`src/rtl/dht11_ctrl.sv`:
```
// DHT11 single-wire controller: start pulse, response detect,
// 40-bit capture and checksum, all timed by an external 10 us tick.
module dht11_ctrl #(
  parameter int START_LOW_TICKS  = 1800,
  parameter int WAIT_REL_TICKS   = 3,
  parameter int TIMEOUT_TICKS    = 20,
  parameter int BIT_THRESH_TICKS = 5
) (
  input  logic       clk,
  input  logic       rst,
  input  logic       i_tick,
  input  logic       i_start,
  input  logic       i_dht,
  output logic       o_dht_oe,
  output logic [7:0] o_humid_int,
  output logic [7:0] o_humid_dec,
  output logic [7:0] o_temp_int,
  output logic [7:0] o_temp_dec,
  output logic       o_valid,
  output logic       o_err,
  output logic       o_busy
);

  localparam int CW = $clog2(START_LOW_TICKS + 1);

  localparam logic [CW-1:0] START_END = CW'(START_LOW_TICKS - 1);
  localparam logic [CW-1:0] WAIT_END  = CW'(WAIT_REL_TICKS - 1);
  localparam logic [CW-1:0] TO_END    = CW'(TIMEOUT_TICKS - 1);
  localparam logic [CW-1:0] THRESH    = CW'(BIT_THRESH_TICKS);

  typedef enum logic [2:0] {
    S_IDLE,
    S_START,
    S_WAIT,
    S_RESP_LO,
    S_RESP_HI,
    S_DATA_LO,
    S_DATA_HI,
    S_CHECK
  } state_t;

  state_t state;
  state_t state_n;

  logic [CW-1:0] tick_cnt;
  logic [5:0]    bit_cnt;
  logic [39:0]   shreg;

  logic sync1;
  logic sync2;
  logic sync3;
  logic rise;
  logic fall;

  logic timeout;
  logic shift_en;
  logic load;
  logic set_err;
  logic clr_err;
  logic [7:0] sum;
  logic sum_ok;

  // Line idles high through the external pull-up.
  always_ff @(posedge clk or posedge rst) begin
    if (rst) begin
      sync1 <= 1'b1;
      sync2 <= 1'b1;
      sync3 <= 1'b1;
    end else begin
      sync1 <= i_dht;
      sync2 <= sync1;
      sync3 <= sync2;
    end
  end

  assign rise = sync2 & ~sync3;
  assign fall = ~sync2 & sync3;

  assign sum = shreg[39:32] + shreg[31:24]
             + shreg[23:16] + shreg[15:8];
  assign sum_ok = (sum == shreg[7:0]);

  assign timeout = i_tick && (tick_cnt == TO_END);

  always_ff @(posedge clk or posedge rst) begin
    if (rst) state <= S_IDLE;
    else     state <= state_n;
  end

  // Edges are checked before the timeout so an edge wins a shared clock.
  always_comb begin
    state_n  = state;
    shift_en = 1'b0;
    load     = 1'b0;
    set_err  = 1'b0;
    clr_err  = 1'b0;
    unique case (state)
      S_IDLE: begin
        if (i_start) begin
          state_n = S_START;
          clr_err = 1'b1;
        end
      end
      S_START: begin
        if (i_tick && tick_cnt == START_END)
          state_n = S_WAIT;
      end
      S_WAIT: begin
        if (i_tick && tick_cnt == WAIT_END)
          state_n = S_RESP_LO;
      end
      S_RESP_LO: begin
        if (rise) begin
          state_n = S_RESP_HI;
        end else if (timeout) begin
          state_n = S_IDLE;
          set_err = 1'b1;
        end
      end
      S_RESP_HI: begin
        if (fall) begin
          state_n = S_DATA_LO;
        end else if (timeout) begin
          state_n = S_IDLE;
          set_err = 1'b1;
        end
      end
      S_DATA_LO: begin
        if (rise) begin
          state_n = S_DATA_HI;
        end else if (timeout) begin
          state_n = S_IDLE;
          set_err = 1'b1;
        end
      end
      S_DATA_HI: begin
        if (fall) begin
          shift_en = 1'b1;
          if (bit_cnt == 6'd39) state_n = S_CHECK;
          else                  state_n = S_DATA_LO;
        end else if (timeout) begin
          state_n = S_IDLE;
          set_err = 1'b1;
        end
      end
      S_CHECK: begin
        state_n = S_IDLE;
        if (sum_ok) load    = 1'b1;
        else        set_err = 1'b1;
      end
      default: state_n = S_IDLE;
    endcase
  end

  always_ff @(posedge clk or posedge rst) begin
    if (rst) begin
      tick_cnt <= '0;
    end else if (state_n != state || state == S_IDLE) begin
      tick_cnt <= '0;
    end else if (i_tick) begin
      tick_cnt <= tick_cnt + 1'b1;
    end
  end

  always_ff @(posedge clk or posedge rst) begin
    if (rst) begin
      bit_cnt <= '0;
      shreg   <= '0;
    end else if (state == S_IDLE) begin
      bit_cnt <= '0;
    end else if (shift_en) begin
      bit_cnt <= bit_cnt + 1'b1;
      shreg   <= {shreg[38:0], (tick_cnt >= THRESH)};
    end
  end

  always_ff @(posedge clk or posedge rst) begin
    if (rst) begin
      o_dht_oe    <= 1'b0;
      o_valid     <= 1'b0;
      o_err       <= 1'b0;
      o_humid_int <= '0;
      o_humid_dec <= '0;
      o_temp_int  <= '0;
      o_temp_dec  <= '0;
    end else begin
      o_dht_oe <= (state_n == S_START);
      o_valid  <= load;
      if (clr_err)      o_err <= 1'b0;
      else if (set_err) o_err <= 1'b1;
      if (load) begin
        o_humid_int <= shreg[39:32];
        o_humid_dec <= shreg[31:24];
        o_temp_int  <= shreg[23:16];
        o_temp_dec  <= shreg[15:8];
      end
    end
  end

  assign o_busy = (state != S_IDLE);

endmodule

```
`config.mk`:
```
export PLATFORM = sky130hd
export DESIGN_NAME = dht11_ctrl
export DESIGN_NICKNAME = d
export VERILOG_FILES = /design/src/rtl/dht11_ctrl.sv
export SDC_FILE = /design/constraint.sdc
export NUM_CORES = 1
export LEC_CHECK = 0
export ABC_AREA = 0
export BUFFER_PORTS_ARGS = -buffer_cell sky130_fd_sc_hd__buf_2
export CAP_MARGIN = 20
export CORE_MARGIN = 1
export CORE_UTILIZATION = 64
export CTS_CLUSTER_SIZE = 24
export DETAILED_ROUTE_END_ITERATION = 7
export GPL_ROUTABILITY_DRIVEN = 0
export PLACE_DENSITY = 0.89
export SYNTH_ARGS = -nofsm -noshare
export SYNTH_HDL_FRONTEND = slang
export SYNTH_SLANG_ARGS = --single-unit
```
`constraint.sdc`:
```
create_clock -name clk -period 8.5 [get_ports clk]
set_input_delay 0.85 -clock clk [delete_from_list [all_inputs] [get_ports clk]]
set_output_delay 0.85 -clock clk [all_outputs]
set_load 0.01 [all_outputs]
```
Yosys cells after proc, flatten, opt, wreduce, memory -nomap -nowiden
Index checks and enable logic that the tools add are counted.
Word-level totals
  flip-flop bits (word level): 98
  bits in latches: 0
  bits in writable memories: 0
  memory bits (read-only): 0
  input bits: 5
  output and inout port bits: 36
  word-level logic and storage cells: 78
  memories kept: 0
Cells by class
  add/subtract/negate cells: 5
  multipliers: 0
  divide/modulo/power cells: 0
  magnitude comparators: 1
  equality and inequality tests: 14
  shift operators: 0
  muxes and demuxes: 27
  bitwise logic cells: 5
  reduce and logical (&&, ||, !) cells: 12
Operators with widths (count)
  8-bit adder: 3
  3-bit 2-to-1 mux: 8
  3-bit case mux with 8 select lines: 1
  11-bit 2-to-1 mux: 2
  3-bit equality test (second input constant): 4
  1-bit 2-to-1 mux: 12
  6-bit 2-to-1 mux: 2
  11-bit by 1-bit adder with 11-bit output (second input constant): 1
  11-bit equality test (second input constant): 1
  11-bit by 2-bit equality test with 1-bit output (second input constant): 1
  11-bit by 5-bit equality test with 1-bit output (second input constant): 1
  11-bit by 3-bit >= comparator with 1-bit output (second input constant): 1
  8-bit equality test: 1
  6-bit by 1-bit adder with 6-bit output (second input constant): 1
  3-bit by 1-bit equality test with 1-bit output (second input constant): 2
  3-bit by 2-bit equality test with 1-bit output (second input constant): 2
  6-bit equality test (second input constant): 1
  2-bit nonzero test: 3
  2-bit OR reduction: 2
  1-bit logical AND: 3
  3-bit zero test: 1
  3-bit != test: 1
  1-bit inverter: 3
  1-bit case mux with 3 select lines: 1
  5 further kinds: 6

Longest topological paths before layout
Gate-level depths: netlist (run 1).
  depth after elaboration: 8
  gate-level depth with buffers: 14
  depth with buffers taken out: 12

Least setup slack after synthesis (run 1)
No wires, ideal clock.
  kind: reg2reg
  start point: register shreg[9]
  end point: register o_humid_dec[0]
  library setup time: 0.125 ns
  data arrival time: 3.820 ns
  required time: 8.375 ns
  slack: 4.555 ns
  cell stages (with the launch flop): 15
  buffers on the path: 2
  period minus slack after synthesis: 3.945 ns
  path through: dfrtp_1 -> fa_1 -> inv_1 -> fa_1 -> inv_1 -> ha_1 -> fa_1 -> a21o_1 -> a21oi_1 -> o21ai_0 -> xnor2_1 -> or4_1 -> buf_6 -> buf_12 -> mux2_4
On the way
  cells in the longest elaborated chain, start to end: 4
Ends and longest elaborated chain
  start, declared: line 47  | logic [39:0] shreg;
  start signal, assigned: line 173  | shreg <= {shreg[38:0], (tick_cnt >= THRESH)};
  8-bit adder: line 80  | + shreg[23:16] + shreg[15:8];
  8-bit equality test: line 81  | assign sum_ok = (sum == shreg[7:0]);
  1-bit 2-to-1 mux: line 148  | if (sum_ok) load = 1'b1;
  1-bit 2-to-1 mux: line 97  | unique case (state)
  end signal, assigned: line 193  | o_humid_dec <= shreg[31:24];
  end, declared: line 16  | output logic [7:0] o_humid_dec,
Every way passes these cells.
A chain may end at the register's enable or synchronous reset.

Worst setup path in the final report (run 1)
  start point: register shreg[17]
  end point: register o_humid_int[0]
On the way
  cells in the longest elaborated chain, start to end: 5
Ends and longest elaborated chain
  8-bit adder (2 in series): line 80
  8-bit equality test: line 81
  1-bit 2-to-1 mux: line 148
  1-bit 2-to-1 mux: line 97
  end signal, assigned: line 192  | o_humid_int <= shreg[39:32];
  end, declared: line 15  | output logic [7:0] o_humid_int,
Every way passes these cells.

==> results.json, run 1 <==
{
  "stdcell_count": 511,
  "drv_slew": 0,
  "p_per_area_mw_per_mm2": 185,
  "ff_latch_area_mm2": 0.00246,
  "reg2regPathDepth": 12,
  "synth-seq-area-share_pct": 50.9,
  "pre_cts_ws_ns": 3.79,
  "hold_path_class": "flip-flop to flip-flop",
  "post-route-min-period_ns": 4.72,
  "synth_cell_type_count": 41,
  "startpoint_type": "flip-flop",
  "rr_endpoint": "o_humid_int[0]",
  "ys.flop_type": "dfrtp_1",
  "overflow": 0,
  "leakage_nw": 2.79,
  "synth_warnings": 0,
  "cts_tree": "done",
  "hp-start": "sync1",
  "dr.pass1.iters": 5,
  "clock_path_buffers": 2,
  "via_count": 2891,
  "final-setup-viol-count": 0,
  "syn_nets": 399,
  "cap_viol_max_count": 0,
  "path_max_fanout": 32,
  "ioPinCount": 41,
  "fill_cells": 480,
  "reg2reg_slack_ns": 3.78,
  "drt_iter0_drc": 176,
  "dp_cells": 495,
  "grt_max_degree": 83,
  "netlist_instances": 369,
  "synth_most_common_cell": "dfrtp_1",
  "numClockSinks": 98,
  "clock_latency_ns": 0.37,
  "drive_gt1_share_pct": 31.8,
  "reg2reg_from": "shreg[17]",
  "fp.dieArea_mm2": 0.00789,
  "wl_per_cell_um": 16.6,
  "syn2layout_area_growth_pct": 8.64,
  "yosys-top-cells-area": "dfrtp_1, mux2_4, mux2_2",
  "cts_buffers": 9,
  "slew_headroom_pct": 33.0,
  "setup_ws_ns": 3.78,
  "grt_pass1_vias": 2928,
  "cts_resized": 0,
  "vdd_drop_max_uv": 183,
  "synth-edff-count": 0,
  "cts_setup_buffers": 0,
  "rsz0062_at_grt": "no",
  "holdPathStages": 0,
  "synth_top_area_share_pct": 49.3,
  "hold_viol_final": 0,
  "cts_hold_buf": 0,
  "arrival_ns": 4.98,
  "fin_crit_sh_pct": 55.5,
  "num-nets-final": 437,
  "grtUsageTotal_pct": 24.3,
  "route.detailed.drc": 0,
  "multi_input_area_mm2": 0.00219,
  "clkTransAtPathRegs_ns": 0.10,
  "fin_skew_ns": 0.0165,
  "avgSynthCellArea_um2": 13.1,
  "whs_endpoint": "sync2",
  "stdcell_area_mm2": 0.00524,
  "crit_type": "flip-flop to flip-flop",
  "synthesis.area_mm2": 0.00482,
  "drt-vias-per-instance": 5.66,
  "io_buffer_count": 40,
  "grt_first_pass_wirelength_mm": 14.1,
  "fin_tns_setup_ns": 0,
  "dp_hpwl_mm": 6.03,
  "htreeDepth": 3,
  "worst_pin_slew_ns": 1.01,
  "synthTopCellsByCount": "dfrtp_1, mux2_2, mux2_4, nor2_1, xor2_1",
  "cp.required_ns": 8.76,
  "start_util_pct": 66.5,
  "synth-seq-cells": 98,
  "die_w_um": 88.8,
  "status": "finished clean",
  "routed_wl_mm": 8.47,
  "die-height_um": 88.8,
  "diodes": 0,
  "fmax_mhz": 212,
  "coreArea_mm2": 0.00725,
  "antenna_found_initial": 0,
  "async_flop_share_pct": 100,
  "power_uw": 967,
  "synth_top_area_cell": "dfrtp_1",
  "clockRootBuffer": "clkbuf_8",
  "cp-end-kind": "flip-flop",
  "placementRows": 31,
  "placed_area_mm2": 0.00506,
  "antenna_left": 0
}
==> per-layer routing <==
metal,GRT usage [%],vias up,part of all wire (%)
met2,40.6,73,52
li1,-,1346,-
met5,0,-,0
met3,6.72,19,3.5
met4,10.4,0,2.6
met1,29.7,1453,42
==> area by class of cell <==
cell class | count | area share (%)
clock buffer | 9 | 2.36
clock inverter | 7 | 1.12
inverter | 17 | 1.27
timing repair buffer | 42 | 4.11
sequential | 98 | 46.9
tap | 99 | 2.36
multi-input combinational | 239 | 41.9
==> cells in the final DEF, fill, tap and decap left out, types with 9 or more instances in the layout <==
| cell | n |
|---|---|
| fa_1 | 14 |
| buf_2 | 40 |
| xnor2_1 | 14 |
| nor2_1 | 25 |
| ha_1 | 11 |
| o21ai_0 | 11 |
| dfrtp_1 | 95 |
| mux2_2 | 36 |
| nand2_1 | 16 |
| inv_1 | 16 |
| clkbuf_8 | 9 |
| xor2_1 | 19 |
| mux2_4 | 30 |
==> worst max-delay path: stages (launching register included) <==
cell	delay (ns)
dfrtp_1	0.46
fa_1	0.53
inv_1	0.05
fa_1	0.51
inv_1	0.05
ha_1	0.22
fa_1	0.42
a21o_1	0.20
a21oi_1	0.23
o21ai_0	0.16
xnor2_1	0.17
or4_2	1.11
mux2_4	0.47
==> cell families (layout without fill, tap and decap cells) <==
family                   Yosys count  after routing  share of synthesized area, %
buffers and inverters             32             75                          3.68
AND/OR/NAND/NOR                   80             80                          8.25
multiplexers                      68             68                          18.2
XOR/XNOR                          33             33                          5.99
flip-flops                        98             98                          50.9
adder cells (fa/ha/maj)           25             25                          8.67
AO/OA/AOI/OAI                     33             33                          4.31
==> sequential cells by signal, summed over array words and instances (netlist names) <==
| register | count |
|---|---|
| o_temp_int | 8 |
| sync2 | 1 |
| sync1 | 1 |
| o_err | 1 |
| o_dht_oe | 1 |
| sync3 | 1 |
| shreg | 40 |
| state | 3 |
| o_temp_dec | 8 |
| o_humid_dec | 8 |
| o_valid | 1 |
| bit_cnt | 6 |
| tick_cnt | 11 |
| o_humid_int | 8 |
==> stage by stage <==
step | util (%) | hold WS (ns)
final | 72.2 | 0.361
after CTS | 72.2 | 0.363
after global placement | 69.7 | 0.346
after detailed placement | 69.7 | 0.349
after floorplan | - | 0.345
after global routing | 72.2 | 0.366
==> worst max path at each step <==
stage	to	from	cells past startpoint	slack (ns)
2_1_floorplan	o_humid_dec[0]	shreg[9]	14	4.55
3_5_place_dp	o_temp_dec[4]	shreg[9]	12	3.79
3_3_place_gp	o_humid_dec[4]	shreg[17]	12	3.98
6_report	o_humid_int[0]	shreg[17]	12	3.78
5_1_grt	o_humid_int[0]	shreg[9]	12	3.63
4_1_cts	o_temp_dec[2]	shreg[9]	12	3.79
==> report_power, final <==
part	leakage (nW)	internal [mW]	total, mW	switching, mW
clock network	0.0921	0.111	0.280	0.169
logic	1.35	0.0648	0.160	0.0954
registers	1.35	0.489	0.528	0.0387
total	2.79	0.665	0.967	0.303
Power figures use the tool's default switching activity.
==> run 2: changes to the inputs <==
--- a/config.mk
+++ b/config.mk
@@ -9,11 +9,11 @@
 export BUFFER_PORTS_ARGS = -buffer_cell sky130_fd_sc_hd__buf_2
 export CAP_MARGIN = 20
 export CORE_MARGIN = 1
-export CORE_UTILIZATION = 64
+export CORE_UTILIZATION = 60
 export CTS_CLUSTER_SIZE = 24
 export DETAILED_ROUTE_END_ITERATION = 7
 export GPL_ROUTABILITY_DRIVEN = 0
-export PLACE_DENSITY = 0.89
+export PLACE_DENSITY = 0.84
 export SYNTH_ARGS = -nofsm -noshare
 export SYNTH_HDL_FRONTEND = slang
 export SYNTH_SLANG_ARGS = --single-unit
==> constraint.sdc (replaced) <==
create_clock -name clk -period 4.4 [get_ports clk]
set_input_delay 0.44 -clock clk [delete_from_list [all_inputs] [get_ports clk]]
set_output_delay 0.44 -clock clk [all_outputs]
set_load 0.01 [all_outputs]
==> run 2 against run 1 <==
  * Hold slack lost 0.19 ns
  * Critical path depth is 1 higher
  * Combinational power grew 94%
  * Sequential share of layout area down 0.23 points
  * Fmax increased by 12%
  * Count of clock-buffer cells in the layout is the same
  * Clock power grew 95%
  * Die area increased by 6.5%
  * Clock skew grew 0.0036 ns
  * Largest cell class unchanged
  * Global-route usage shrank 2.3 points
  * Core utilization down 4.4 points
  * Via count hardly changed
==> results.json, run 2 (synthesis results as in run 1) <==
{
  "cap_viol_max_count": 0,
  "drv_slew": 0,
  "grt_pass1_vias": 2846,
  "use_met1_pct": 29.6,
  "startpoint": "shreg[9]",
  "dp_cells": 499,
  "rsz0062_at_grt": "no",
  "routed_wl_mm": 8.32,
  "vdd_drop_max_uv": 343,
  "crit_type": "flip-flop to flip-flop",
  "hold_viol_final": 0,
  "dr.pass1.iters": 4,
  "whs_ns": 0.170,
  "rr_endpoint": "o_humid_int[2]",
  "route.detailed.drc": 0,
  "placed_area_mm2": 0.00508,
  "p_per_area_mw_per_mm2": 356,
  "ioPinCount": 41,
  "final_cell_mix": "dfrtp_1, buf_2, mux2_2, mux2_4, nor2_1",
  "clockRootBuffer": "clkbuf_8",
  "syn2layout_area_growth_pct": 9.19,
  "drt-vias-per-instance": 5.61,
  "io_buffer_count": 40,
  "clkTransAtPathRegs_ns": 0.09,
  "busiest_layer": "met2",
  "grtUsageTotal_pct": 21.9,
  "final-setup-viol-count": 0,
  "hold_path_class": "input port to flip-flop",
  "fp.dieArea_mm2": 0.00840,
  "stdcell_area_mm2": 0.00527,
  "grt_first_pass_wirelength_mm": 14.2,
  "grt_max_degree": 62,
  "hp-start": "i_dht",
  "worst_pin_slew_ns": 0.793,
  "leakage_nw": 2.80,
  "postLayoutCoreUtil_pct": 67.8,
  "die-height_um": 91.7,
  "reg2regPathDepth": 13,
  "drive_gt1_share_pct": 32.2,
  "cts_hold_buf": 0,
  "clock_path_buffers": 2,
  "cp-end-kind": "flip-flop",
  "wl_per_cell_um": 16.2,
  "htreeDepth": 3,
  "via_count": 2890,
  "startpoint_type": "flip-flop",
  "post-route-min-period_ns": 4.22,
  "slew_headroom_pct": 46.7,
  "cts_buffers": 9,
  "reg2reg_slack_ns": 0.18,
  "diodes": 0,
  "setup_ws_ns": 0.183,
  "largest_reg_flops": 40,
  "reg2reg_from": "shreg[9]",
  "regMostFlops": "shreg",
  "arrival_ns": 4.47,
  "overflow": 0,
  "stdcell_count": 515,
  "whs_endpoint": "sync1",
  "fin_skew_ns": 0.0200,
  "placementRows": 32,
  "top_regs": "shreg: 40 flops, tick_cnt: 11 flops",
  "antenna_found_initial": 0,
  "cp.required_ns": 4.65,
  "fin_crit_sh_pct": 95.8,
  "cts_tree": "done",
  "status": "finished clean",
  "dp_hpwl_mm": 6.03,
  "met2_usage_pct": 34.9,
  "power_mw": 1.87,
  "fin_tns_setup_ns": 0,
  "layout_commonest_cell": "dfrtp_1",
  "numClockSinks": 98,
  "drt_iter0_drc": 151,
  "pre_cts_ws_ns": 0.132,
  "grtUsageMet3_pct": 4.06,
  "antenna_left": 0,
  "path_max_fanout": 32,
  "coreArea_mm2": 0.00777,
  "start_util_pct": 62.1,
  "holdPathStages": 1,
  "fmax_mhz": 237,
  "die_w_um": 91.7,
  "num-nets-final": 438,
  "clock_latency_ns": 0.37
}
[run 2: area by class of cell]
| class | count | area (um^2) |
|---|---|---|
| clock buffers | 9 | 124 |
| clock inverters | 7 | 57.6 |
| fillers | 567 | 2500 |
| inverters | 17 | 66.3 |
| multi-input cells | 239 | 2200 |
| flip-flops and latches | 98 | 2460 |
| well taps | 102 | 128 |
| repair buffers | 43 | 235 |
[run 2: critical path: stages (launching register included)]
cell     delay, ns
dfrtp_1       0.43
fa_1          0.54
inv_1         0.05
fa_1          0.50
inv_1         0.04
ha_1          0.22
fa_1          0.42
a21o_1        0.21
a21oi_2       0.16
o21ai_0       0.13
xnor2_1       0.17
or4_2         0.68
buf_12        0.22
mux2_4        0.32
[run 2: worst max path at each step]
stage,end,slack (ns),cells past startpoint
after floorplan,o_humid_dec[0],0.45,14
after global placement,o_humid_int[7],0.26,13
after detailed placement,o_temp_int[5],0.13,13
after CTS,o_temp_int[5],0.14,13
after global routing,o_humid_int[4],0.04,13
final,o_humid_int[2],0.18,13
[run 2: power by group]
| group | internal (mW) | switching (mW) | total, mW | leakage [nW] |
|---|---|---|---|---|
| sequential | 0.944 | 0.0739 | 1.02 | 1.35 |
| combinational | 0.127 | 0.183 | 0.310 | 1.36 |
| clock | 0.215 | 0.329 | 0.545 | 0.0938 |
| total | 1.29 | 0.586 | 1.87 | 2.80 |
[run 2: timing repair]
item / 4_1_cts / 5_1_grt
setup endpoints to repair: 0 / 10
resized for setup: 0 / 1
setup buffers: 0 / 0
hold endpoints to repair: 0 / 0
[run 2: metal layers]
layer | share of wire, % | vias to the layer above | routed length (um)
met5 | 0 | - | 0
met4 | 2.2 | 0 | 183
met3 | 3.0 | 16 | 252
met2 | 49 | 70 | 4110
met1 | 45 | 1464 | 3770
li1 | - | 1340 | -
==> run 3: changes to the inputs <==
--- a/config.mk
+++ b/config.mk
@@ -9,11 +9,12 @@
 export BUFFER_PORTS_ARGS = -buffer_cell sky130_fd_sc_hd__buf_2
 export CAP_MARGIN = 20
 export CORE_MARGIN = 1
-export CORE_UTILIZATION = 60
+export CORE_UTILIZATION = 62
+export CTS_BUF_LIST = sky130_fd_sc_hd__clkbuf_2
 export CTS_CLUSTER_SIZE = 24
 export DETAILED_ROUTE_END_ITERATION = 7
 export GPL_ROUTABILITY_DRIVEN = 0
-export PLACE_DENSITY = 0.84
+export PLACE_DENSITY = 0.86
 export SYNTH_ARGS = -nofsm -noshare
 export SYNTH_HDL_FRONTEND = slang
 export SYNTH_SLANG_ARGS = --single-unit
==> run 3 against run 2 <==
  * Count of clock-buffer cells in the layout unchanged
  * Register-to-register slack improved by 0.10 ns
  * Final area shrank 0.24%
  * Final cell count unchanged
  * Setup slack better by 0.10 ns
  * Sequential share of layout area up 0.11 points
  * Total power shrank 3.8%
  * Largest cell class unchanged
==> results.json, run 3 (synthesis results as in run 1) <==
{
  "antenna_left": 0,
  "arrival_ns": 4.59,
  "crit_end": "o_temp_dec[7]",
  "power_mw": 1.80,
  "worst_pin_slew_ns": 0.819,
  "p_per_area_mw_per_mm2": 343,
  "fmax_mhz": 243,
  "die_w_um": 90.2,
  "drt-vias-per-instance": 5.62,
  "route.detailed.drc": 0,
  "top_regs": "shreg: 40 flops, tick_cnt: 11 flops",
  "path_max_fanout": 16,
  "crit_chain": "fa_1, inv_1, fa_1, inv_1, ha_1, fa_1, a21o_1, a21oi_1, o21ai_0, xnor2_1, or4_4, buf_12, mux2_4",
  "stdcell_area_mm2": 0.00525,
  "final-setup-viol-count": 0,
  "htreeDepth": 3,
  "slowest_delay_ns": 0.55,
  "holdPathStages": 2,
  "cts_tree": "done",
  "grt_max_degree": 57,
  "p_sw_share_pct": 32.1,
  "diodes": 0,
  "vdd_drop_max_uv": 333,
  "fp.dieArea_mm2": 0.00813,
  "routed_wl_mm": 8.63,
  "regMostFlops": "shreg",
  "reg2reg_from": "shreg[9]",
  "seq_power_share_pct": 56.7,
  "clockPowerShare_pct": 25.4,
  "placementRows": 31,
  "hold_viol_final": 0,
  "clock_path_buffers": 2,
  "wl_per_cell_um": 16.8,
  "die-height_um": 90.2,
  "cts_buffers": 9,
  "largest_reg_flops": 40,
  "start_util_pct": 65.4,
  "slew_headroom_pct": 45.0,
  "internal_power_mw": 1.22,
  "via_count": 2892,
  "cp.required_ns": 4.88,
  "reg2reg_slack_ns": 0.29,
  "clockRootBuffer": "clkbuf_2",
  "overflow": 0,
  "status": "finished clean",
  "grt_pass1_vias": 2948,
  "hold_path_class": "input port to flip-flop",
  "fin_crit_sh_pct": 93.5,
  "antenna_found_initial": 0,
  "leakage_nw": 2.81,
  "fin_skew_ns": 0.0400,
  "cp-end-kind": "flip-flop",
  "ioPinCount": 41,
  "reg2regPathDepth": 13,
  "placed_area_mm2": 0.00508,
  "drive_gt1_share_pct": 32.0,
  "syn2layout_area_growth_pct": 8.93,
  "startpoint_type": "flip-flop",
  "final_cell_mix": "dfrtp_1, buf_2, mux2_2, mux2_4, nor2_1",
  "io_buffer_count": 40,
  "num-nets-final": 441,
  "fin_tns_setup_ns": 0,
  "clock_latency_ns": 0.59,
  "dr.pass1.iters": 4,
  "drv_slew": 0,
  "clkTransAtPathRegs_ns": 0.27,
  "startpoint": "shreg[9]",
  "crit_type": "flip-flop to flip-flop",
  "grt_first_pass_wirelength_mm": 14.6,
  "layout_commonest_cell": "dfrtp_1",
  "crit_path_frequent_cell": "fa_1",
  "post-route-min-period_ns": 4.11,
  "cts_setup_buffers": 0,
  "coreArea_mm2": 0.00737,
  "slowest_stage": "fa_1",
  "cap_viol_max_count": 0,
  "rr_endpoint": "o_temp_dec[7]",
  "pwr-share-comb_pct": 17.9,
  "dp_hpwl_mm": 6.20,
  "rsz0062_at_grt": "no",
  "numClockSinks": 98,
  "drt_iter0_drc": 115,
  "switching_power_uw": 578,
  "grtUsageTotal_pct": 22.8
}
==> run 3: cell types whose count changed in the layout (fill, tap and decap cells not counted), sizes merged <==
cell,before,now
clkinv,2,1
clkbuf,9,10
dlygate4sd3,0,2
bufinv,0,1
==> run 3: metrics by stage <==
| stage | hold slack, ns | utilization, % | instances | setup slack [ns] |
|---|---|---|---|---|
| finish | 0.124 | 71.3 | 515 | 0.288 |
| global placement | 0.346 | 68.9 | 496 | 0.259 |
| CTS | 0.0976 | 70.9 | 514 | 0.116 |
| global route | 0.0836 | 71.3 | 515 | 0.133 |
| floorplan | 0.345 | - | 369 | 0.455 |
| detailed placement | 0.354 | 68.9 | 496 | 0.132 |
==> run 3: cell type report <==
cell class	count	area (um^2)
sequential	98	2460
clock inverter	7	83.8
tap	99	124
fill	520	2120
inverter	17	66.3
timing repair buffer	46	280
clock buffer	9	45.0
multi-input combinational	239	2200
==> run 3: how the worst min path moves through the flow <==
stage	to	slack (ns)	startpoint
global placement	sync2	0.35	sync1
detailed placement	sync2	0.35	sync1
finish	tick_cnt[1]	0.12	i_tick
floorplan	sync2	0.35	sync1
CTS	tick_cnt[1]	0.1	i_tick
global route	tick_cnt[1]	0.08	i_tick
==> run 3: worst max-delay path, delay by kind of cell (launching register included) <==
family,cells,cell delay [ns]
fa+ha+maj,4,1.68
buf+inv,3,0.28
xor+xnor,1,0.17
simple gates,1,0.55
compound gates,3,0.53
flops,1,0.48
mux,1,0.31
==> run 3: what timing repair did <==
action / CTS / global route
hold buffers: 2 / 0
endpoints found under the setup margin: 0 / 16
hold endpoints to repair: 40 / 0
resized for setup: 0 / 1
==> run 3: metal layers <==
| metal | wire [um] | share of wire (%) | global-route usage (%) | up-vias |
|---|---|---|---|---|
| met5 | 0 | 0 | 0 | - |
| met2 | 4480 | 52 | 39.2 | 76 |
| met4 | 66 | 0.76 | 5.78 | 0 |
| met1 | 3780 | 44 | 29.9 | 1454 |
| met3 | 306 | 3.5 | 4.65 | 9 |
| li1 | - | - | - | 1353 |
==> run 3: power groups by stage <==
stage,sequential [mW],clock (mW),combinational [mW]
after CTS,1.02,0.466,0.316
after global routing,1.03,0.504,0.363
final,1.02,0.458,0.322
after detailed placement,1.03,0,0.314
after floorplan,0.997,0,0.292
after global placement,1.03,0,0.302
